===== src/rtl/ps2_rx_fifo.sv =====
// PS/2 device-to-host receiver with a scan-code FIFO, sticky error flags, frame watchdog and fill level.
// Optional saturating error counter enabled by defining PS2_RX_ERRCNT_EN.
module ps2_rx_fifo #(
  parameter int unsigned ADDR_W      = 3,
  parameter int unsigned SYNC_STAGES = 3,
  parameter int unsigned TIMEOUT_CYC = 5000
) (
  input  logic              clk,
  input  logic              clrn,
  input  logic              ps2_clk,
  input  logic              ps2_data,
  input  logic              nextdata_n,
  input  logic              err_clr,
  output logic [7:0]        data,
  output logic              ready,
  output logic              overflow,
  output logic              frame_err,
  output logic [ADDR_W:0]   level,
  output logic [7:0]        err_cnt
);

  localparam int unsigned DEPTH    = 1 << ADDR_W;
  localparam int unsigned LVL_W    = ADDR_W + 1;
  localparam int unsigned WD_W     = $clog2(TIMEOUT_CYC + 1);
  localparam int unsigned CNT_W    = 4;
  localparam int unsigned LAST_BIT = 10;

  logic [SYNC_STAGES-1:0] ck_sync;
  logic [SYNC_STAGES-1:0] dt_sync;
  logic [CNT_W-1:0]       bit_cnt;
  logic [9:0]             shift_q;
  logic [WD_W-1:0]        wd_cnt;
  logic [7:0]             mem [DEPTH];
  logic [ADDR_W-1:0]      w_ptr;
  logic [ADDR_W-1:0]      r_ptr;

  logic       strobe_c;
  logic       din_c;
  logic       frame_end_c;
  logic       frame_ok_c;
  logic       good_c;
  logic       bad_c;
  logic       timeout_c;
  logic       full_c;
  logic       pop_c;
  logic       push_c;
  logic       drop_c;
  logic [7:0] rx_byte_c;

  // Pin synchronisers; idle PS/2 lines are high.
  always_ff @(posedge clk) begin
    if (clrn) begin
      ck_sync <= '1;
      dt_sync <= '1;
    end else begin
      ck_sync <= {ck_sync[SYNC_STAGES-2:0], ps2_clk};
      dt_sync <= {dt_sync[SYNC_STAGES-2:0], ps2_data};
    end
  end

  // Event decode for the current cycle.
  always_comb begin
    strobe_c    = ck_sync[SYNC_STAGES-1] & ~ck_sync[SYNC_STAGES-2];
    din_c       = dt_sync[SYNC_STAGES-1];
    frame_end_c = strobe_c && (bit_cnt == CNT_W'(LAST_BIT));
    // shift_q[0]=start, [8:1]=data, [9]=parity; din_c is the stop bit
    frame_ok_c  = ~shift_q[0] & din_c & (^shift_q[9:1]);
    rx_byte_c   = shift_q[8:1];
    good_c      = frame_end_c && frame_ok_c && !clrn;
    bad_c       = frame_end_c && !frame_ok_c && !clrn;
    timeout_c   = !clrn && !strobe_c && (bit_cnt != '0) &&
                  (wd_cnt == WD_W'(TIMEOUT_CYC));
    full_c      = (level == LVL_W'(DEPTH));
    pop_c       = ready && !nextdata_n && !clrn;
    push_c      = good_c && (!full_c || pop_c);
    drop_c      = good_c && full_c && !pop_c;
  end

  // Bit counter, frame shifter and watchdog.
  always_ff @(posedge clk) begin
    if (clrn) begin
      bit_cnt <= '0;
      shift_q <= '0;
      wd_cnt  <= '0;
    end else if (strobe_c) begin
      wd_cnt <= '0;
      if (bit_cnt == CNT_W'(LAST_BIT)) begin
        bit_cnt <= '0;
      end else begin
        bit_cnt <= bit_cnt + CNT_W'(1);
        shift_q <= {din_c, shift_q[9:1]};
      end
    end else if (timeout_c) begin
      bit_cnt <= '0;
      wd_cnt  <= '0;
    end else if (bit_cnt != '0) begin
      wd_cnt <= wd_cnt + WD_W'(1);
    end
  end

  // Storage is left unreset; only pointers and level define validity.
  always_ff @(posedge clk) begin
    if (push_c) begin
      mem[w_ptr] <= rx_byte_c;
    end
  end

  always_ff @(posedge clk) begin
    if (clrn) begin
      w_ptr <= '0;
      r_ptr <= '0;
      level <= '0;
    end else begin
      if (push_c) begin
        w_ptr <= w_ptr + ADDR_W'(1);
      end
      if (pop_c) begin
        r_ptr <= r_ptr + ADDR_W'(1);
      end
      case ({push_c, pop_c})
        2'b10:   level <= level + LVL_W'(1);
        2'b01:   level <= level - LVL_W'(1);
        default: level <= level;
      endcase
    end
  end

  // Sticky flags: a same-cycle error event beats err_clr.
  always_ff @(posedge clk) begin
    if (clrn) begin
      overflow  <= 1'b0;
      frame_err <= 1'b0;
    end else begin
      if (drop_c) begin
        overflow <= 1'b1;
      end else if (err_clr) begin
        overflow <= 1'b0;
      end
      if (bad_c || timeout_c) begin
        frame_err <= 1'b1;
      end else if (err_clr) begin
        frame_err <= 1'b0;
      end
    end
  end

  assign ready = (level != '0);
  assign data  = mem[r_ptr];

`ifdef PS2_RX_ERRCNT_EN
  logic [7:0] err_cnt_q;
  logic       err_evt_c;

  assign err_evt_c = bad_c || timeout_c || drop_c;

  // Coincident events count once; saturates at 255.
  always_ff @(posedge clk) begin
    if (clrn) begin
      err_cnt_q <= '0;
    end else if (err_evt_c && err_clr) begin
      err_cnt_q <= 8'd1;
    end else if (err_evt_c) begin
      if (err_cnt_q != 8'hFF) begin
        err_cnt_q <= err_cnt_q + 8'd1;
      end
    end else if (err_clr) begin
      err_cnt_q <= '0;
    end
  end

  assign err_cnt = err_cnt_q;
`else
  assign err_cnt = '0;
`endif

endmodule

===== config.mk =====
export PLATFORM = sky130hd
export DESIGN_NAME = ps2_rx_fifo
export DESIGN_NICKNAME = d
export VERILOG_FILES = /design/src/rtl/ps2_rx_fifo.sv
export SDC_FILE = /design/constraint.sdc
export NUM_CORES = 1
export LEC_CHECK = 0
export BUFFER_PORTS_ARGS = -buffer_cell sky130_fd_sc_hd__buf_2
export CAP_MARGIN = 20
export CORE_AREA = 2 2 119 121
export CTS_BUF_LIST = sky130_fd_sc_hd__clkbuf_16
export CTS_CLUSTER_DIAMETER = 150
export DETAILED_ROUTE_END_ITERATION = 12
export DIE_AREA = 0 0 121 123
export GPL_ROUTABILITY_DRIVEN = 0
export GPL_TIMING_DRIVEN = 0
export HOLD_SLACK_MARGIN = 0.15
export PLACE_DENSITY = 0.51
export RECOVER_POWER = 100
export SLEW_MARGIN = 20
export SYNTH_ARGS = -nofsm -noshare
export SYNTH_HDL_FRONTEND = slang
export SYNTH_SLANG_ARGS = --single-unit

===== constraint.sdc =====
create_clock -name clk -period 7.3 [get_ports clk]
set_input_delay 0.365 -clock clk [delete_from_list [all_inputs] [get_ports clk]]
set_output_delay 0.365 -clock clk [all_outputs]
set_load 0.02 [all_outputs]

# Word-level counts from Yosys, hierarchy flattened
# Memory sizes are Yosys's and may differ from the RTL's. A register that Yosys moved wholly into a read port is not among the register bits.
# Index checks and enable logic that the tools add are counted.
[op_classes] eq_ne=5 addsub=6 mux=11 bitwise_logic=6 n_reduce_logical=30
[ops] cell="13-bit by 1-bit adder with 13-bit output, second input constant" count=1
[ops] cell="13-bit == test, second input constant" count=1
[ops] cell="1-bit logical AND" count=13
[ops] cell="4-bit 2-to-1 mux" count=3
[ops] cell="9-bit XOR reduction" count=1
[ops] cell="4-bit by 1-bit adder with 4-bit output, second input constant" count=2
[ops] cell="4-bit == test, second input constant" count=2
[ops] cell="4-bit one-hot mux with 2 select lines" count=1
[ops] cell="2-bit nonzero test" count=4
[ops] cell="4-bit nonzero test" count=2
[ops] cell="3-bit by 1-bit adder with 3-bit output, second input constant" count=2
[ops] cell="1-bit logical NOT" count=6
[ops] cell="3-bit 2-to-1 mux" count=2
[ops] cell="1-bit 2-to-1 mux" count=5
[ops] cell="4-bit by 1-bit subtractor with 4-bit output, second input constant" count=1
[ops] cell="1-bit bitwise AND" count=3
[ops] cell="1-bit NOT" count=3
[ops] cell="3-bit OR reduction" count=1
[ops] cell="2-bit by 1-bit == test with 1-bit output, second input constant" count=1
[ops] cell="2-bit == test, second input constant" count=1
[ops] cell="1-bit logical OR" count=2
[ops] cell="2-bit AND reduction" count=1
[totals] inputBits=6 out_inout_bits=23 ff_bits=45 memories=1 ram_bits=64
[memory_table] memory="mem" depth=8 word_bits=8 rd=1 rd_ports_with_merged_regs=1 write_ports=1 line="33" rtl="logic [7:0] mem [DEPTH];"

# Longest topological paths before layout
# Gate-level depths: netlist (run 1).
[logic_depth] word_depth=8 ltp_mapped=13 depth_no_buf=13

# Least setup slack after synthesis (run 1)
# OpenSTA, ideal clock, no wires.
[synth_path] path_type="flip-flop to flip-flop" startpoint="register shift_q[4]" endpoint="memory mem[1][0] (enable)" arrival_time_ps=2433 stages_incl_launch_ff=6 setup_slack_ps=4469 setup_ps=398 period_less_slack_ps=2831 cell_sequence="dfxtp_1 xor2_1 xnor3_2 xnor2_2 nand3_2 nor4b_1"
[synth_between] elab_chain_cells=7
[synth_rtl] element="from (decl)" line="31" rtl="logic [9:0] shift_q;"
[synth_rtl] element="from (signal assigned)" line="91" rtl="shift_q <= {din_c, shift_q[9:1]};"
[synth_rtl] element="9-bit XOR reduction" line="67" rtl="frame_ok_c = ~shift_q[0] & din_c & (^shift_q[9:1]);"
[synth_rtl] element="1-bit bitwise AND" line="67"
[synth_rtl] element="1-bit logical AND (2 in a row)" line="69" rtl="good_c = frame_end_c && frame_ok_c && !clrn;"
[synth_rtl] element="1-bit logical AND" line="75" rtl="push_c = good_c && (!full_c || pop_c);"
[synth_rtl] element="1-bit 2-to-1 mux" line="103" rtl="if (push_c) begin"
[synth_rtl] element="1-bit 2-to-1 mux (not written as such)" line="104" rtl="mem[w_ptr] <= rx_byte_c;"
[synth_rtl] element="to (decl)" line="33"
# Every way passes these cells.

# Worst setup path after layout (run 1)
[layout_path] startpoint="register shift_q[3]" endpoint="memory mem[6][4] (enable)"
# The elaborated chain is that of the path after synthesis.

==> results of run 1 <==
-- cell families after synthesis --
family | after synthesis | synth area share
AOI/OAI and AO/OA | 31 | 0.0364
xor gates and xnor gates | 23 | 0.0508
adders and majority gates | 10 | 0.0282
buffers and inverters | 34 | 0.0338
DFF | 112 | 0.613
muxes | 28 | 0.105
other | 1 | 0.000797
and+or+nand+nor | 122 | 0.132
-- worst max-delay path, cell delays in order, from the launching register on --
cell     delay [ns]
dfxtp_1        0.55
xor2_1         0.19
xnor3_1        0.47
xnor2_1        0.26
and3_1         0.26
nand2_1        0.14
nor3b_1        1.10
-- Yosys cell counts, types with 2 or more instances --
library cell / instances / area share
edfxtp_1: 64 / 0.41
dfxtp_1: 48 / 0.20
nand2_1: 34 / 0.027
nor2_1: 34 / 0.027
a21oi_1: 17 / 0.018
mux4_2: 16 / 0.077
inv_1: 12 / 0.0096
clkbuf_1: 11 / 0.0088
xnor2_1: 11 / 0.020
ha_1: 9 / 0.024
xor2_1: 9 / 0.017
buf_4: 8 / 0.013
mux2_2: 8 / 0.019
nand3_1: 5 / 0.0053
nand4_1: 5 / 0.0066
nor3_1: 5 / 0.0053
or2_2: 5 / 0.0066
nand3b_1: 4 / 0.0064
nor4b_1: 4 / 0.0074
o21ai_0: 4 / 0.0043
and2_1: 3 / 0.0040
mux2i_1: 3 / 0.0064
nor4_1: 3 / 0.0040
o21ai_1: 3 / 0.0032
or3_1: 3 / 0.0040
a21o_1: 2 / 0.0032
a22oi_1: 2 / 0.0032
and3_1: 2 / 0.0027
buf_1: 2 / 0.0016
nand2b_1: 2 / 0.0027
nand4b_1: 2 / 0.0037
nor2b_1: 2 / 0.0027
nor3b_1: 2 / 0.0032
o22ai_1: 2 / 0.0027
or3b_1: 2 / 0.0037
-- final cells by class --
| type | count | area (um2) |
|---|---|---|
| clock inverter | 7 | 78.8 |
| buffer | 22 | 113 |
| multi-input combinational | 222 | 1670 |
| clock buffer | 9 | 225 |
| fill | 1352 | 8280 |
| timing repair buffer | 24 | 96.3 |
| sequential | 112 | 2880 |
| inverter | 12 | 45.0 |
| tap | 180 | 225 |
-- metrics by stage --
stage / total power [mW] / util / cells / worst slack, ns / hold slack (ns)
after floorplan: 0.699 / - / 368 / 4.47 / 0.389
after global placement: 0.706 / 0.372 / 568 / 3.65 / 0.393
after detailed placement: 0.706 / 0.376 / 572 / 4.25 / 0.394
after CTS: 1.21 / 0.399 / 588 / 4.21 / 0.177
after global routing: 1.23 / 0.392 / 588 / 3.59 / 0.189
final: 1.19 / 0.392 / 588 / 3.94 / 0.194
-- worst max path at each step --
stage / startpoint / endpoint / cells after the start
detailed placement: shift_q[1]$_SDFFE_PP0P_ / level[3]$_SDFFE_PP0P_ / 10
global placement: shift_q[3]$_SDFFE_PP0P_ / mem[1][5]$_DFFE_PP_ / 5
global route: shift_q[3]$_SDFFE_PP0P_ / mem[6][4]$_DFFE_PP_ / 6
floorplan: shift_q[4]$_SDFFE_PP0P_ / mem[1][0]$_DFFE_PP_ / 5
finish: shift_q[3]$_SDFFE_PP0P_ / mem[6][4]$_DFFE_PP_ / 6
CTS: shift_q[1]$_SDFFE_PP0P_ / level[3]$_SDFFE_PP0P_ / 10
-- per-layer routing --
layer | vias up | wire [um]
met5 | - | 0
met2 | 37 | 3930
met3 | 8 | 316
met1 | 1324 | 3920
met4 | 0 | 85
li1 | 1369 | -
-- sequential cells by signal (all words and copies together), names as in the netlist, named ones only --
signal,cells
mem,64
dt_sync,3
level,4
overflow,1
shift_q,10
w_ptr,3
wd_cnt,13
ck_sync,3
r_ptr,3
frame_err,1
bit_cnt,4
-- report_power, final --
part	internal [mW]	switching, mW
clock network	0.271	0.227
registers	0.662	0.00191
logic	0.0105	0.0166
total	0.943	0.246
==> flow_summary.toml, run 1 <==
[outcome]
outcome = "finished clean"

[synth]
syn_area_um2 = 4710
synth_area_per_cell_um2 = 13.0
number_of_warnings_reported_in_the_yosys_synthesis_log = 0
ys_dominant_reg_cell = "edfxtp_1"
ys_ff_latch = 112
postSynth.asyncResetShare = 0
synthCells = 361
netlist-cell-type-count = 48
synth_enable_flop_cells = 64
synth_sequential_area_ratio = 0.613

[global_route]
grt_busiest_layer = "met2"
use_met1 = 0.158
grt_antenna_before_repair = 0
globalRouteMet3Util = 0.0397
grtUsageTotal = 0.123
groute.layer.met2.usage = 0.194
grt_first_pass_wirelength_mm = 13.8
grt_max_degree = 20
grt-ovfl-total = 0
vias_in_the_first_global_route = 2663

[layout]
mostFrequentLayoutCell = "edfxtp_1"
design_area_um2 = 5340
num_antenna_cells = 0
post_route_cells_drive_above_1_share = 0.145
mostFrequentLayoutCells = "edfxtp_1, dfxtp_1, nor2_1, nand2_1, clkbuf_1"
design.final.nets = 419
area_growth_syn_to_layout_pct = 13.4

[clock_network]
post_cts.resized_instances = 0
clock_insertion_delay_worst_skew_ns = 0.35
cts_hold_buffers = 0
clkSlewWorstSetupHoldPaths_ns = 0.07
tritoncts = "done"
post-cts-setup-buffers = 0
cts_num_sinks = 112
htree_num_levels = 3
ctsLongestPathBuffers = 2
cts_buffers = 9
cts-root-buf = "clkbuf_16"

[sta]
hold_violations = 0
worst-slew-pin-transition_ns = 1.36
final.min_clock_period_ns = 3.36
timing.final.setup_violations = 0
slew_headroom = 0.0895
rsz0062_at_grt = "false"
setup_total_negative_slack_ns = 0
skew_ns = 0.00527
fmax_mhz = 298
layout_worst_path_cycle_share = 0.460
final-max-slew-violation-count = 0

[min_path]
end_point_of_the_worst_hold_path = "ck_sync[0]$_SDFF_PP1_"
worst_hold_path_type = "input pin to flip-flop"
hold_start = "ps2_clk"
min_delay_path_depth = 2

[placement]
place_area_um2 = 5120
hpwlAfterDp_mm = 5.82
buffer_ports.inserted = 20

[routing]
routed_via_density = 4.66
via_count = 2738
first_pass_iters = 4
drt_iter0_drc = 182
routed_wire_length_per_instance_um = 14.0
wirelength_mm = 8.25
drc = 0
drt.antenna.violating_nets = 0

[critical_path]
cp_data_required_time_ns = 7.26
r2r_end = "mem[6][4]$_DFFE_PP_"
worst-endpoint-arrival_ns = 3.32
crit_path_end_kind = "flip-flop"
crit-reg2reg-launch = "shift_q[3]$_SDFFE_PP0P_"
setup.worst_path.class = "flip-flop to flip-flop"
r2r_cells = 6
register_to_register_path_setup_slack_ns = 3.94
crit_fanout = 11
crit_path_start_kind = "flip-flop"

[floorplanning]
coreArea_um2 = 13600
start_util = 0.346
overall_die_height_um = 123
top_level_ports = 29
die_area_um2 = 14900
die_width_um = 121
fp-row-count = 43

[pwr]
power.density_cell_area_nw_per_um2 = 223
power.static_leakage_nw = 1.80
ir_drop_mv = 0.150

[flow_run]
cap_violations = 0
Note: power is estimated with default switching activity, not from simulation.
==> run 2, diff against run 1 <==
--- a/config.mk
+++ b/config.mk
@@ -5,17 +5,18 @@
 export SDC_FILE = /design/constraint.sdc
 export NUM_CORES = 1
 export LEC_CHECK = 0
+export ABC_AREA = 1
 export BUFFER_PORTS_ARGS = -buffer_cell sky130_fd_sc_hd__buf_2
 export CAP_MARGIN = 20
-export CORE_AREA = 2 2 119 121
+export CORE_AREA = 2 2 121 123
 export CTS_BUF_LIST = sky130_fd_sc_hd__clkbuf_16
 export CTS_CLUSTER_DIAMETER = 150
 export DETAILED_ROUTE_END_ITERATION = 12
-export DIE_AREA = 0 0 121 123
+export DIE_AREA = 0 0 123 125
 export GPL_ROUTABILITY_DRIVEN = 0
 export GPL_TIMING_DRIVEN = 0
 export HOLD_SLACK_MARGIN = 0.15
-export PLACE_DENSITY = 0.51
+export PLACE_DENSITY = 0.53
 export RECOVER_POWER = 100
 export SLEW_MARGIN = 20
 export SYNTH_ARGS = -nofsm -noshare
==> constraint.sdc (replaced) <==
create_clock -name clk -period 3.05 [get_ports clk]
set_input_delay 0.1525 -clock clk [delete_from_list [all_inputs] [get_ports clk]]
set_output_delay 0.1525 -clock clk [all_outputs]
set_load 0.02 [all_outputs]
==> run 2 against run 1 <==
  * First-iteration DRC count rose by 16%
  * Critical path depth rose by 6
  * Cell count rose by 23%
  * Clock skew rose by 0.0047 ns
  * Cell area rose by 4.5%
  * Worst hold slack improved by 0.019 ns
  * Clock power rose to 2.6 times the previous value
  * Setup slack got worse by 3.7 ns
  * Combinational power rose to 13 times the previous value
  * Critical endpoint is now mem[6][0]$_DFFE_PP_
==> flow_summary.toml, run 2 <==
[sta]
slew_headroom = 0.506
final-max-slew-violation-count = 0
skew_ns = 0.0100
rsz0062_at_grt = "false"
final.min_clock_period_ns = 2.79
worst-slew-pin-transition_ns = 0.735
timing.final.setup_violations = 0
fmax_mhz = 359
layout_worst_path_cycle_share = 0.913
hold_violations = 0
min_setup_slack_post_route_ns = 0.265

[synth]
yosys.cell_count.top_type = "nor2_1"
synth_largest_area_cell = "edfxtp_1"
syn_area_um2 = 4830
synth_sequential_area_ratio = 0.596
ys_dominant_reg_cell = "edfxtp_1"
postSynth.asyncResetShare = 0
post_synth_main_area_contributors = "edfxtp_1, dfxtp_1, nor2_1"
synthCells = 483
synth_area_per_cell_um2 = 10.0
ys_ff_latch = 112
number_of_warnings_reported_in_the_yosys_synthesis_log = 0
netlist-cell-type-count = 37
synth_enable_flop_cells = 64
yosysTopAreaCellShare = 0.398
most_instantiated_cells_after_synthesis = "nor2_1, edfxtp_1, o21ai_0"

[pwr]
power.static_leakage_nw = 1.99
power.density_cell_area_nw_per_um2 = 594
ir_drop_mv = 0.275

[outcome]
outcome = "finished clean"

[global_route]
grt_first_pass_wirelength_mm = 16.8
vias_in_the_first_global_route = 3391
grt_antenna_before_repair = 0
grtUsageTotal = 0.141
grt_max_degree = 20
grt-ovfl-total = 0

[layout]
largestRegisters = "mem x64, wd_cnt x13, shift_q x10"
fill_cells = 1462
area_growth_syn_to_layout_pct = 15.4
num_antenna_cells = 0
layout.core_utilization = 0.393
design.final.nets = 549
max_flop_register = "mem"
mostFrequentLayoutCell = "nor2_1"
post_route_cells_drive_above_1_share = 0.132
multiInputGateArea_um2 = 1690
largest_reg_flops = 64
design_area_um2 = 5580
mostFrequentLayoutCells = "nor2_1, edfxtp_1, o21ai_0, dfxtp_1, nand2_1"
final_instance_count_without_filler_cells = 722
ff_latch_area_um2 = 2880

[routing]
via_count = 3483
wirelength_mm = 10.4
routed_wire_length_per_instance_um = 14.4
drt_iter0_drc = 212
drt.antenna.violating_nets = 0
drc = 0
first_pass_iters = 4
routed_via_density = 4.82

[critical_path]
r2r_cells = 12
cp_data_required_time_ns = 3.09
worst-endpoint-arrival_ns = 2.83
r2r_end = "mem[6][0]$_DFFE_PP_"
setup.worst_path.class = "flip-flop to flip-flop"
crit_path_start_kind = "flip-flop"
crit_fanout = 11
crit-reg2reg-launch = "shift_q[1]$_SDFFE_PP0P_"
register_to_register_path_setup_slack_ns = 0.26
crit_path_end_kind = "flip-flop"

[clock_network]
clkSlewWorstSetupHoldPaths_ns = 0.07
post-cts-setup-buffers = 0
htree_num_levels = 3
tritoncts = "done"
cts_buffers = 9
cts-root-buf = "clkbuf_16"
clock_insertion_delay_worst_skew_ns = 0.35
cts_num_sinks = 112
ctsLongestPathBuffers = 2

[floorplanning]
top_level_ports = 29
fp-row-count = 44
coreArea_um2 = 14200
start_util = 0.340
die_area_um2 = 15400
die_width_um = 123
overall_die_height_um = 125

[min_path]
worst_hold_path_type = "input pin to flip-flop"
end_point_of_the_worst_hold_path = "shift_q[9]$_SDFFE_PP0P_"
min_delay_path_depth = 4
hold_start = "clrn"

[flow_run]
cap_violations = 0

[placement]
dpl_worst_slack_ns = 0.235
placed_cell_count = 702
hpwlAfterDp_mm = 7.17
buffer_ports.inserted = 20
place_area_um2 = 5290
==> run 2: cell count changes after synthesis, sizes merged, moves of 8 or more <==
| cell | before | now |
|---|---|---|
| a31oi | 0 | 10 |
| mux2 | 8 | 0 |
| o21ai | 7 | 54 |
| inv | 12 | 43 |
| a21oi | 17 | 26 |
| nand2 | 34 | 48 |
| nor2 | 34 | 85 |
| mux4 | 16 | 0 |
==> run 2: logic make-up after synthesis <==
group	Yosys count	synth area share
AND/OR/NAND/NOR	184	0.187
flip-flops	112	0.596
XOR/XNOR	10	0.0181
other	1	0.000776
buffers and inverters	67	0.0616
AO/OA/AOI/OAI	99	0.108
adder cells (fa/ha/maj)	10	0.0274
==> run 2: metal layers <==
metal / wire, um / track usage
met5: 0 / 0
met1: 4560 / 0.174
met4: 146 / 0.0408
met2: 5210 / 0.242
met3: 480 / 0.0351
==> run 2: critical path: stages (launching register included) <==
cell and delay [ns]:
dfxtp_1 0.61, inv_2 0.11, nand2_1 0.08, nand2_1 0.06
nand2_2 0.08, nand3_2 0.09, nand2_1 0.09, nand2_2 0.06
nand2_4 0.08, nand4_4 0.14, buf_6 0.20, nor4_1 0.56
clkbuf_2 0.34
==> run 2: per-stage QoR <==
step | power [mW] | hold WS, ns | setup TNS [ns]
5_1_grt | 3.45 | 0.235 | 0
3_3_place_gp | 2.05 | 0.337 | -22.80
2_1_floorplan | 1.95 | 0.256 | 0
4_1_cts | 3.36 | 0.219 | 0
3_5_place_dp | 2.06 | 0.338 | 0
6_report | 3.31 | 0.213 | 0
==> run 2: worst max-delay path by stage <==
stage / startpoint / to / slack, ns / cells past startpoint
floorplan: level[3]$_SDFFE_PP0P_ / mem[4][0]$_DFFE_PP_ / 0.51 / 7
global placement: shift_q[2]$_SDFFE_PP0P_ / mem[0][2]$_DFFE_PP_ / -0.42 / 11
detailed placement: shift_q[2]$_SDFFE_PP0P_ / mem[2][4]$_DFFE_PP_ / 0.23 / 12
CTS: shift_q[2]$_SDFFE_PP0P_ / mem[2][5]$_DFFE_PP_ / 0.23 / 12
global route: shift_q[1]$_SDFFE_PP0P_ / mem[4][7]$_DFFE_PP_ / 0.02 / 12
finish: shift_q[1]$_SDFFE_PP0P_ / mem[6][0]$_DFFE_PP_ / 0.26 / 12
==> run 2: area by class of cell <==
cell class	instances	area share
sequential	112	0.517
tap	184	0.0413
inverter	43	0.0289
multi-input combinational	311	0.303
buffer	24	0.0231
timing repair buffer	32	0.0283
clock inverter	7	0.0182
clock buffer	9	0.0404
==> run 2: where the power goes <==
| part | internal (mW) | switching, mW | leakage [nW] |
|---|---|---|---|
| Sequential | 1.61 | 0.0388 | 0.954 |
| Clock | 0.733 | 0.561 | 0.164 |
| Combinational | 0.116 | 0.248 | 0.868 |
| Total | 2.46 | 0.848 | 1.99 |
==> run 2: timing repair <==
item	4_1_cts	5_1_grt
endpoints found under the hold margin	6	0
endpoints found under the setup margin	0	2
hold buffers	4	0
gates resized for setup	0	1
